File: config.mk
export PLATFORM = sky130hd
export DESIGN_NAME = ctr_burst_seq
export DESIGN_NICKNAME = d
export VERILOG_FILES = /design/src/rtl/ctr_burst_seq_pkg.sv /design/src/rtl/seq_pattern_ctr.sv /design/src/rtl/ctr_burst_seq.sv
export SDC_FILE = /design/constraint.sdc
export NUM_CORES = 1
export LEC_CHECK = 0
export ABC_AREA = 1
export CAP_MARGIN = 20
export CORE_ASPECT_RATIO = 1.75
export CORE_MARGIN = 2
export CORE_UTILIZATION = 40
export CTS_CLUSTER_SIZE = 16
export DETAILED_ROUTE_END_ITERATION = 10
export DONT_BUFFER_PORTS = 1
export HOLD_SLACK_MARGIN = 0.12
export SLEW_MARGIN = 0
export SYNTH_ARGS = -nofsm -noshare
export SYNTH_HDL_FRONTEND = slang
export SYNTH_SLANG_ARGS = --single-unit
export TNS_END_PERCENT = 30
File: constraint.sdc
create_clock -name clk -period 6.7 [get_ports clk]
set_input_delay 1.675 -clock clk [delete_from_list [all_inputs] [get_ports clk]]
set_output_delay 1.675 -clock clk [all_outputs]
set_load 0.02 [all_outputs]
File: src/rtl/ctr_burst_seq_pkg.sv
// rtl/ctr_burst_seq_pkg.sv - shared state encoding and width defaults for the burst sequencer
package ctr_burst_seq_pkg;

    localparam int DEF_WIDTH = 32;
    localparam int DEF_LEN_W = 16;

    typedef enum logic [1:0] {
        ST_IDLE  = 2'd0,
        ST_BURST = 2'd1,
        ST_GAP   = 2'd2,
        ST_DONE  = 2'd3
    } seq_state_t;

endpackage

File: src/rtl/seq_pattern_ctr.sv
// rtl/seq_pattern_ctr.sv - free-running test-pattern up-counter advanced by FIFO writes
module seq_pattern_ctr
    import ctr_burst_seq_pkg::*;
#(
    parameter int WIDTH = DEF_WIDTH
) (
    input  logic             i_clk,
    input  logic             i_rst_n,
    input  logic             i_en,
    output logic [WIDTH-1:0] o_count
);

    logic [WIDTH-1:0] r_count;

    // Advance once per accepted write; wraps naturally at all-ones.
    always_ff @(posedge i_clk or negedge i_rst_n) begin
        if (!i_rst_n) begin
            r_count <= '0;
        end else if (i_en) begin
            r_count <= r_count + 1'b1;
        end
    end

    assign o_count = r_count;

endmodule

File: src/rtl/ctr_burst_seq.sv
// rtl/ctr_burst_seq.sv - burst sequencer writing gap-shaped counter bursts into the host FIFO
module ctr_burst_seq
    import ctr_burst_seq_pkg::*;
#(
    parameter int WIDTH = DEF_WIDTH,
    parameter int LEN_W = DEF_LEN_W
) (
    input  logic             clk,
    input  logic             rst_n,
    input  logic             start,
    input  logic             stop,
    input  logic [LEN_W-1:0] burst_len,
    input  logic [LEN_W-1:0] gap_len,
    input  logic [LEN_W-1:0] num_bursts,
    input  logic             fifo_full,
    output logic             fifo_wr_en,
    output logic [WIDTH-1:0] fifo_din,
    output logic             busy,
    output logic             done,
    output logic [31:0]      words_sent
);

    seq_state_t       r_state;
    logic [LEN_W-1:0] r_burst_len;
    logic [LEN_W-1:0] r_gap_len;
    logic [LEN_W-1:0] r_num_bursts;
    logic [LEN_W-1:0] r_beat;
    logic [LEN_W-1:0] r_gap_cnt;
    logic [LEN_W-1:0] r_burst_cnt;
    logic [31:0]      r_words_sent;

    logic             w_wr_en;
    logic             w_last_beat;
    logic             w_last_gap;
    logic [LEN_W-1:0] w_burst_cnt_nxt;
    logic             w_run_complete;

    // Write strobe is the only output allowed to follow inputs combinationally.
    assign w_wr_en         = (r_state == ST_BURST) && !fifo_full && !stop;
    assign w_last_beat     = (r_beat == r_burst_len - 1'b1);
    assign w_last_gap      = (r_gap_cnt == r_gap_len - 1'b1);
    assign w_burst_cnt_nxt = r_burst_cnt + 1'b1;
    assign w_run_complete  = (r_num_bursts != '0) && (w_burst_cnt_nxt == r_num_bursts);

    seq_pattern_ctr #(
        .WIDTH(WIDTH)
    ) u_pat (
        .i_clk   (clk),
        .i_rst_n (rst_n),
        .i_en    (w_wr_en),
        .o_count (fifo_din)
    );

    // Run sequencing: accept config in IDLE, count beats/gaps/bursts, abort on stop.
    always_ff @(posedge clk or negedge rst_n) begin
        if (!rst_n) begin
            r_state      <= ST_IDLE;
            r_burst_len  <= '0;
            r_gap_len    <= '0;
            r_num_bursts <= '0;
            r_beat       <= '0;
            r_gap_cnt    <= '0;
            r_burst_cnt  <= '0;
            r_words_sent <= '0;
        end else begin
            case (r_state)
                ST_IDLE: begin
                    if (start && !stop) begin
                        r_burst_len  <= burst_len;
                        r_gap_len    <= gap_len;
                        r_num_bursts <= num_bursts;
                        r_beat       <= '0;
                        r_gap_cnt    <= '0;
                        r_burst_cnt  <= '0;
                        r_words_sent <= '0;
                        r_state      <= (burst_len == '0) ? ST_DONE : ST_BURST;
                    end
                end
                ST_BURST: begin
                    if (stop) begin
                        r_state <= ST_DONE;
                    end else if (w_wr_en) begin
                        r_words_sent <= r_words_sent + 32'd1;
                        if (w_last_beat) begin
                            r_beat      <= '0;
                            r_burst_cnt <= w_burst_cnt_nxt;
                            if (w_run_complete) begin
                                r_state <= ST_DONE;
                            end else if (r_gap_len != '0) begin
                                r_gap_cnt <= '0;
                                r_state   <= ST_GAP;
                            end
                        end else begin
                            r_beat <= r_beat + 1'b1;
                        end
                    end
                end
                ST_GAP: begin
                    if (stop) begin
                        r_state <= ST_DONE;
                    end else if (w_last_gap) begin
                        r_gap_cnt <= '0;
                        r_state   <= ST_BURST;
                    end else begin
                        r_gap_cnt <= r_gap_cnt + 1'b1;
                    end
                end
                default: begin
                    r_state <= ST_IDLE;
                end
            endcase
        end
    end

    assign fifo_wr_en = w_wr_en;
    assign busy       = (r_state == ST_BURST) || (r_state == ST_GAP);
    assign done       = (r_state == ST_DONE);
    assign words_sent = r_words_sent;

endmodule

==> metrics.md <==
| Metric | Value |
|---|---|
| Switching Share | `0.400` |
| Clk buf depth | `2` |
| CP max FO | `7` |
| Placed cell area | `10,500 um^2` |
| GRT overflow | `0` |
| CTS Sinks | `around 160` |
| Top-Level Pins | `120` |
| Power Internal | `2.18 mW` |
| Clock latency on the worst-skew pair | `440 ps` |
| Post-Synth Adder-Cell Area | `0.0147` |
| Hold buffer count at cts | `0` |
| Static Leak | `between 5 and 6 nW` |
| Mux cell area share after synthesis | `0.00773` |
| Final ANT Viol Nets | `0` |
| DR pass1 iterations | `5` |
| Cell count after synthesis | `between 1,000 and 1,500` |
| Final nets | `1,454` |
| Netlist cell types | `52` |
| Setup TNS | `0 ps` |
| Final instance area | `roughly 11,000 um^2` |
| Synth-to-layout area growth | `8.68%` |
| Min cycle time layout | `about 3900 ps` |
| Vias | `9,069` |
| Post-CTS Setup Repair Bufs | `0` |
| Synth Register Bits | `162` |
| Slew Limit Fails | `0` |
| Starting Density | `0.406` |
| Post-synth EDFFs | `0` |
| Req. time, crit path | `5030 ps` |
| RSZ-0062 raised after global routing | `no` |
| DRC | `0` |
| Reg-to-reg endpoint | `r_gap_cnt[3]` |
| Layout cells sized above 1 | `0.0686` |
| Switching pwr | `1.46 mW` |
| Initial antenna violation count | `0` |
| Routability cong. | `0.873` |
| Sequential share of power | `0.385` |
| Worst hold stages | `1` |
| Per-cell routed wire length | `between 15 and 20 um` |
| WL final | `26,900 um` |
| Ant diodes | `0` |
| Max frequency | `around 260 MHz` |
| Rel. slew slack | `0.474` |
| Dominant synthesized flop cell | `dfrtp_1` |
| CP endpoint kind | `output pin` |
| Mapped Avg Cell Area | `7.30 um^2` |
| CTS tree | `built` |
| Clock buffer count from CTS | `17` |
| Run status | `complete, no violations` |
| Cells after DPL | `roughly 1,700` |
| Final hold slack | `533 ps` |
| Met2 GRT Util | `0.387` |
| Hold WC Path Type | `register to register` |
| GR peak layer | `met2` |
| Synthesized-area fraction occupied by and/or/nand/nor cells | `0.355` |
| Logic pwr share | `0.332` |
| Synthesized Nets | `1,461` |
| Core Region | `25,100 um^2` |
| Root buffer cell | `clkbuf_16` |
| Worst Tran Pin Value | `781 ps` |
| Final setup fails | `0` |
| Iter 0 DRT Violations | `472` |
| Clk pwr share | `0.283` |
| Sequential share of the synthesized area | `0.398` |
| Startpoint types | `input port` |
| Row count | `77` |
| Met1 Usage GRT | `0.205` |
| Synth Area in Compound Gates | `0.0745` |
| Reg2Reg Setup Slack | `roughly 3600 ps` |
| Synthesized cell area | `around 10,000 um^2` |
| Fin. Hold Viols | `0` |
| GRT Overall Usage | `0.204` |
| Max-cap violations | `0` |
| WP data arrival | `2230 ps` |
| Synth Warn # | `0` |
| WS Path Type | `input port to output pin` |
| Worst Skew | `8.36 ps` |
| Fin cells | `1,716` |
| Worst Hold Path EP | `r_burst_len[15]` |
| # port buffers | `0` |
| Clock transition at path regs | `60 ps` |
| R2R cell count | `11` |
| Vias in the first global route | `8,941` |
| Hold Crit Start | `r_burst_len[15]` |
| Largest net degree at the start of global routing | `163` |
| H-tree level count | `4` |
| Dpl hpwl | `20,300 um` |
| Power Density | `roughly 330 nW/um^2` |
| Worst vdd ir | `0.214 mV` |
| GR Layer Usage met3 | `0.0520` |
| Largest family of logic cells by synthesized area | `simple AND/OR/NAND/NOR gates` |
| Ys async rst share | `1.00` |
| Number of gates resized after CTS | `0` |
| Synth Area in XOR/XNOR | `0.0658` |
| Worst r2r src | `r_state[1]` |
| Die Span Y | `215 um` |
| Die W | `125 um` |
| Tot Pwr | `3.64 mW` |
| Final Cycle Share | `0.583` |
| Die area | `26,800 um^2` |
| First-pass GRT wire length | `44,200 um` |
| Vias/cell | `around 5.3` |
==> stage by stage <==
stage                      util  worst slack [ps]
after floorplan               -              2930
after global placement    0.417              2810
after detailed placement  0.417              2800
after CTS                 0.441              2800
after global routing      0.441              2730
final                     0.441              2790
==> layout make-up <==
type | count | area (um^2)
well taps | 316 | 395
clock inverters | 11 | 155
repair buffers | 3 | 22.5
flip-flops and latches | 162 | 4050
clock buffers | 19 | 453
multi-input cells | 1017 | 5300
inverters | 188 | 706
fillers | 2576 | 14100
==> per-layer routing <==
metal | vias to the layer above | routed length (um)
li1 | 4493 | -
met1 | 4282 | 9820
met2 | 234 | 14700
met3 | 60 | 1420
met4 | 0 | 999
met5 | - | 0
==> kinds of logic (layout without fill, tap and decap cells) <==
group | count (synthesis) | after routing
AND/OR/NAND/NOR | 786 | 786
buffers and inverters | 217 | 221
XOR/XNOR | 75 | 75
adder cells (fa/ha/maj) | 12 | 12
flip-flops | 162 | 162
multiplexers | 7 | 7
AO/OA/AOI/OAI | 137 | 137
==> worst max path at each step <==
stage	from	endpoint	slack, ps	depth (start not counted)
2_1_floorplan	fifo_full	fifo_wr_en	2930	2
5_1_grt	stop	fifo_wr_en	2730	3
4_1_cts	stop	fifo_wr_en	2800	3
3_3_place_gp	stop	fifo_wr_en	2810	3
3_5_place_dp	stop	fifo_wr_en	2800	3
6_report	stop	fifo_wr_en	2790	3
==> layout by cell type, fill, tap and decap left out, drive strengths merged <==
cell type / n
nor3: 41
o21ai: 52
or3: 1
and3: 1
clkinvlp: 4
a21o: 1
inv: 188
bufinv: 3
o221a: 1
xor2: 45
clkinv: 4
clkbuf: 19
o211ai: 3
ha: 12
nand4: 44
xnor2: 29
nand3b: 13
or2: 2
nand2: 330
dfrtp: 162
a31oi: 4
a21oi: 64
a211oi: 1
and2: 2
mux2: 7
xnor3: 1
nor2: 205
o31ai: 6
nor3b: 5
o21a: 3
o21bai: 2
nor4: 22
buf: 3
nand3: 120
==> registers in the layout, summed over array words and instances, names as in the netlist <==
signal,flops
r_state,2
r_burst_cnt,16
r_burst_len,16
r_num_bursts,16
r_gap_cnt,16
u_pat.o_count,32
r_beat,16
words_sent,32
r_gap_len,16
==> cell usage after synthesis, types with 2 or more instances <==
cell        n  area share
buf_2      10      0.0049
mux2_2      7      0.0077
nor3b_1     5      0.0037
nand2_4     2      0.0022
ha_1       12       0.015
buf_4       2      0.0015
clkbuf_1   12      0.0044
o31ai_1     6      0.0044
inv_2       5      0.0018
clkinv_1    2     0.00074
nor3_1     38       0.019
a21oi_1    63       0.031
o211ai_1    3      0.0022
and2_1      2      0.0012
nor4_1     20       0.012
nand3_1   117       0.057
o21ai_0    38       0.019
o21ai_1    13      0.0064
nand2_1   310        0.11
buf_1       2     0.00074
nand3b_1   12      0.0088
nor2_4      4      0.0044
nand2_2    17       0.010
a31oi_1     4      0.0025
nor3_2      3      0.0029
inv_1     181       0.067
o21a_1      3      0.0022
dfrtp_1   162        0.40
nor2_8      3      0.0059
xnor2_1    29       0.025
nor2_2      8      0.0049
nor4_2      2      0.0025
or2_2       2      0.0012
xor2_1     45       0.039
o21bai_1    2      0.0015
nor2_1    190       0.070
nand4_1    43       0.026
nand3_2     3      0.0029
==> power by group through the flow <==
stage / Combinational [mW] / Clock [mW] / Sequential (mW)
after floorplan: 1.00 / 0 / 1.35
after global placement: 1.19 / 0 / 1.42
after detailed placement: 1.21 / 0 / 1.42
after CTS: 1.22 / 1.06 / 1.40
after global routing: 1.38 / 1.09 / 1.43
final: 1.21 / 1.03 / 1.40
==> critical path: stages <==
cell      delay [ps]
inv_2            110
nand3b_2         190
inv_2            250
No activity file was read; power rests on OpenSTA's default activity.
